[src/rtl/param_mod_counter.sv]
// Programmable-modulo up/down counter with wrap, saturate and one-shot modes.
// Emits a one-cycle terminal-count pulse and a sticky done flag in one-shot.
module param_mod_counter #(
  parameter int unsigned WIDTH     = 8,
  parameter int unsigned RESET_VAL = 0
) (
  input  logic             clk,
  input  logic             rst,
  input  logic             en,
  input  logic             up_dn,
  input  logic             clear,
  input  logic             load,
  input  logic [WIDTH-1:0] load_val,
  input  logic [WIDTH-1:0] max_val,
  input  logic [1:0]       mode,
  output logic [WIDTH-1:0] q,
  output logic             tc,
  output logic             done,
  output logic             running
);

  localparam logic [WIDTH-1:0] RST_V = WIDTH'(RESET_VAL);

  localparam logic [1:0] MODE_WRAP = 2'b00;
  localparam logic [1:0] MODE_SAT  = 2'b01;
  localparam logic [1:0] MODE_ONE  = 2'b10;

  typedef enum logic {RUN = 1'b0, DONE = 1'b1} state_t;

  state_t           state_q;
  logic [WIDTH-1:0] q_q;
  logic             tc_q;
  logic             done_q;

  logic [WIDTH-1:0] q_inc;
  logic [WIDTH-1:0] q_dec;
  logic             term_now;
  logic             term_next;

  // Up-terminal uses >= so a count parked above max_val (load or lowered
  // max_val) is caught on the next step instead of running to 2^WIDTH.
  always_comb begin
    q_inc     = q_q + WIDTH'(1);
    q_dec     = q_q - WIDTH'(1);
    term_now  = up_dn ? (q_q >= max_val) : (q_q == '0);
    term_next = up_dn ? (q_inc >= max_val) : (q_dec == '0);
  end

  always_ff @(posedge clk) begin
    if (rst || clear) begin
      q_q     <= RST_V;
      tc_q    <= 1'b0;
      done_q  <= 1'b0;
      state_q <= RUN;
    end else if (load) begin
      q_q     <= load_val;
      tc_q    <= 1'b0;
      done_q  <= 1'b0;
      state_q <= RUN;
    end else begin
      tc_q <= 1'b0;
      if (en && state_q == RUN) begin
        if (!term_now) begin
          q_q  <= up_dn ? q_inc : q_dec;
          tc_q <= term_next;
        end else begin
          case (mode)
            MODE_SAT: ;
            MODE_ONE: begin
              done_q  <= 1'b1;
              state_q <= DONE;
            end
            default: begin
              q_q  <= up_dn ? '0 : max_val;
              tc_q <= 1'b1;
            end
          endcase
        end
      end
    end
  end

  assign q       = q_q;
  assign tc      = tc_q;
  assign done    = done_q;
  assign running = (state_q == RUN);

endmodule

[config.mk]
export PLATFORM = sky130hd
export DESIGN_NAME = param_mod_counter
export DESIGN_NICKNAME = d
export VERILOG_FILES = /design/src/rtl/param_mod_counter.sv
export SDC_FILE = /design/constraint.sdc
export NUM_CORES = 1
export LEC_CHECK = 0
export CAP_MARGIN = 40
export CELL_PAD_IN_SITES_DETAIL_PLACEMENT = 2
export CELL_PAD_IN_SITES_GLOBAL_PLACEMENT = 2
export CORE_MARGIN = 5
export CORE_UTILIZATION = 24
export CTS_BUF_LIST = sky130_fd_sc_hd__clkbuf_4
export DETAILED_ROUTE_END_ITERATION = 8
export PLACE_DENSITY_LB_ADDON = 0.08
export SETUP_SLACK_MARGIN = 0.15
export SYNTH_ARGS = -nofsm -noshare
export SYNTH_HDL_FRONTEND = slang
export SYNTH_SLANG_ARGS = --single-unit
[constraint.sdc]
create_clock -name clk -period 4.71 [get_ports clk]
set_input_delay 0.7065 -clock clk [delete_from_list [all_inputs] [get_ports clk]]
set_output_delay 0.7065 -clock clk [all_outputs]
set_load 0.005 [all_outputs]
==> metrics.log <==
[metrics] outcome: complete, no violations
[metrics] detailed-route via count: between 1000 and 1500
[metrics] critical path data required time: between 4 and 5 ns
[metrics] utilization after layout: 0.322
[metrics] fin. max-slew vios: 0
[metrics] critical path buffer and inverter count: 2
[metrics] overflow left after global routing: 0
[metrics] via count of the first global-routing pass: roughly 1600
[metrics] final weighted congestion in routability-driven placement: around 0.8
[metrics] worst slew pin tran: 0.739 ns
[metrics] count of mapped cells out of synthesis: roughly 170
[metrics] clk slew on worst S/H paths: approximately 0.070 ns
[metrics] post-DP HPWL: 4.41 mm
[metrics] clock latency at the later pin of the worst-skew pair: 0.27 ns
[metrics] Clk pwr share: 0.206
[metrics] highest net fanout along the worst path: 6
[metrics] share of power burned in registers: 0.325
[metrics] Syn. warnings: 0
[metrics] number of H-tree levels: 1
[metrics] global-route usage over all layers: 0.155
[metrics] crit-path leading delay family: compound AO/OA/AOI/OAI gates
[metrics] Post-synth EDFFs: 0
[metrics] met2 Use GR: 0.243
[metrics] VDD IR max: ~0.071 mV
[metrics] # resized after CTS: 0
[metrics] Mapped Avg Cell Area: 7.97 sq um
[metrics] io pins: 35
[metrics] share of synthesized registers carrying an async set or reset: 0
[metrics] cell with the largest stage delay on the worst path: a211oi_2
[metrics] Largest stage delay, worst path: 0.66 ns
[metrics] met3 track utilization from global routing: 0.0211
[metrics] y dimension of the die: roughly 86 um
[metrics] count of antenna diodes in the layout: 0
[metrics] area overhead of the layout relative to synthesis: 29.5%
[metrics] count of buffers added by post-CTS timing repair for setup: 0
[metrics] number of antenna violations at the first check in global routing: 0
[metrics] main area contributors after synthesis: ha_1, dfxtp_1, a21oi_1
[metrics] Comb pwr share: 0.469
[metrics] width of the die: 86 um
[metrics] drt total wl: approximately 5.5 mm
[metrics] switch share: 0.407
[metrics] total stage count of the critical path: 9
[metrics] clk_skew: approximately 0.009 ns
[metrics] Leak Pwr: roughly 0.74 nW
[metrics] Post-Route Setup TNS: 0 ns
[metrics] Final Setup Violations: 0
[metrics] most common flop cell mapped by yosys: dfxtp_1
[metrics] average wire per standard cell: approximately 20 um
[metrics] total die area: approximately 7400 sq um
[metrics] clock root buffer: clkbuf_4
[metrics] Tcrit/Tclk final: 0.642
[metrics] CTS Hold Buffers Added: 0
[metrics] pin count of the biggest net entering global routing: 17
[metrics] vias per std cell: between 5 and 6
[metrics] number of library cell types mapped by synthesis: 49
[metrics] CTS tree: yes
[metrics] path class of the lowest-slack min-delay path: reg2reg
[metrics] Antenna Violating Nets Remaining: 0
[metrics] unrepaired setup endpoints after global routing: false
[metrics] number of clock buffers inserted by TritonCTS: 3
[metrics] initial cell density of the core: 0.249
[metrics] smallest hold slack: roughly 0.5 ns
[metrics] register bit count reported by yosys: 10
[metrics] grt peak-use layer: met2
[metrics] switching power summed over all nets: between 100 and 150 uW
[metrics] Max-Slew Margin vs Limit: 0.506
[metrics] first-pass GRT wire length: 8.87 mm
[metrics] Detailed Routing Iterations Pass 1: 4
[metrics] arrival time worst endpoint: about 3.2 ns
[metrics] sequence of cells on the critical path: clkdlybuf4s50_1 -> inv_1 -> ha_1 -> o211ai_1 -> o21a_1 -> a211oi_2 -> mux2i_1 -> a21oi_1 -> a22o_1
[metrics] Port Buffers: 34
[metrics] crit end category: register
[metrics] drt drc: 0
[metrics] top cell type's share of synthesized area: 0.190
[metrics] commonest cells after routing, fill and taps aside: clkdlybuf4s50_1, ha_1, a21oi_1, inv_1, nand2_1
[metrics] Crit Path Class: in2reg
[metrics] biggest area consumer among synthesized cells: ha_1
[metrics] hold path depth: 2
[metrics] share of synthesized area occupied by flip-flops and latches: 0.144
[metrics] Net Count, Synth: 219
[metrics] Post-layout nets: approximately 250
[metrics] floorplan core area: between 5000 and 6000 sq um
[metrics] depth of the worst register-to-register path: 8
[metrics] count of clock tree sinks: 10
[metrics] highest clock rate: roughly 330 MHz
[metrics] Iter 0 DRT Violations: 47
[metrics] Row Count: 27
[metrics] share of post-route cells with drive strength above 1: 0.0637
[metrics] global routing met1 resource utilization: 0.222
[metrics] maximum clock path buffer count: 2
[metrics] most common library cell in the layout ignoring fill and taps: clkdlybuf4s50_1
[metrics] final-report hold violation count: 0
[metrics] CP Launch Type: input port
[metrics] count of maximum capacitance violations: 0
[metrics] Pwr per Cell Area: 177 nW/um^2
[metrics] area of the mapped netlist: between 1000 and 1500 sq um
[metrics] Total Power Consumption: 319 uW
[metrics] final critical delay including setup and external delays: slightly above 3 ns
[metrics] Internal Dissipation: between 150 and 200 uW
## power by group through the flow
stage	Clock (mW)	Combinational [mW]	Sequential, mW
floorplan	0	0.0971	0.0953
global placement	0	0.146	0.105
detailed placement	0	0.150	0.105
CTS	0.0704	0.151	0.104
global route	0.0777	0.165	0.105
finish	0.0657	0.149	0.103
## worst paths after layout
path | start | to | slack [ns]
worst max register to register | q[0] | q[3] | 1.86
worst max-delay path | max_val[1] | q[4] | 1.68
worst min-delay path | done | done | 0.49
worst min register to register | done | done | 0.49
## registers in the layout, summed over array words and instances (netlist names)
| register | flops |
|---|---|
| tc | 1 |
| q | 8 |
| done | 1 |
## Yosys cell counts, drive strengths merged (2+ instances only)
library cell / number
o21ai: 6
and3: 4
xor2: 4
o211ai: 3
nor3b: 3
nor4b: 2
nand2b: 2
a21oi: 18
buf: 5
nand3: 7
nor3: 3
a21boi: 2
xnor2: 6
or4: 2
dfxtp: 10
or3: 2
nor2: 10
a221oi: 2
o22ai: 2
a31oi: 3
nor2b: 3
ha: 21
mux2i: 3
clkbuf: 3
nand2: 11
nor4: 3
inv: 15
a211oi: 3
a21o: 2
o41ai: 3
## metal layers
metal  vias up  share of wire
met1       724           0.51
met2        17           0.46
met4         0         0.0044
li1        713              -
met5         -              0
met3         2          0.022
## worst reg2reg max path: cells and delay by family (launching register included)
kind,cells,cell delay (ns)
flip-flops,1,0.64
buffers and inverters,1,0.16
AND/OR/NAND/NOR,2,0.86
AO/OA/AOI/OAI,4,0.80
adder cells (fa/ha/maj),1,0.32
## through the flow
stage / worst slack, ns / area, sq um / std cells
after global placement: 1.52 / 1770 / 272
after CTS: 1.74 / 1800 / 276
after floorplan: 2.20 / 1390 / 174
after global routing: 1.64 / 1800 / 276
after detailed placement: 1.47 / 1770 / 273
final: 1.68 / 1800 / 276
## layout make-up
class                      instances  area [sq um]
clock buffer                       3          22.5
inverter                          15          56.3
sequential                        10           200
timing repair buffer              35           345
multi-input combinational        141          1080
tap                               72          90.1
fill                             654          3780
## cells by family (layout without fill, tap and decap cells)
kind of cell | count (synthesis) | count (layout) | synth area share
buf+inv | 23 | 53 | 0.0758
simple gates | 52 | 52 | 0.212
flops | 10 | 10 | 0.144
compound gates | 55 | 55 | 0.293
fa+ha+maj | 21 | 21 | 0.190
mux | 3 | 3 | 0.0217
xor+xnor | 10 | 10 | 0.0632
No activity file was read; power rests on OpenSTA's default activity.
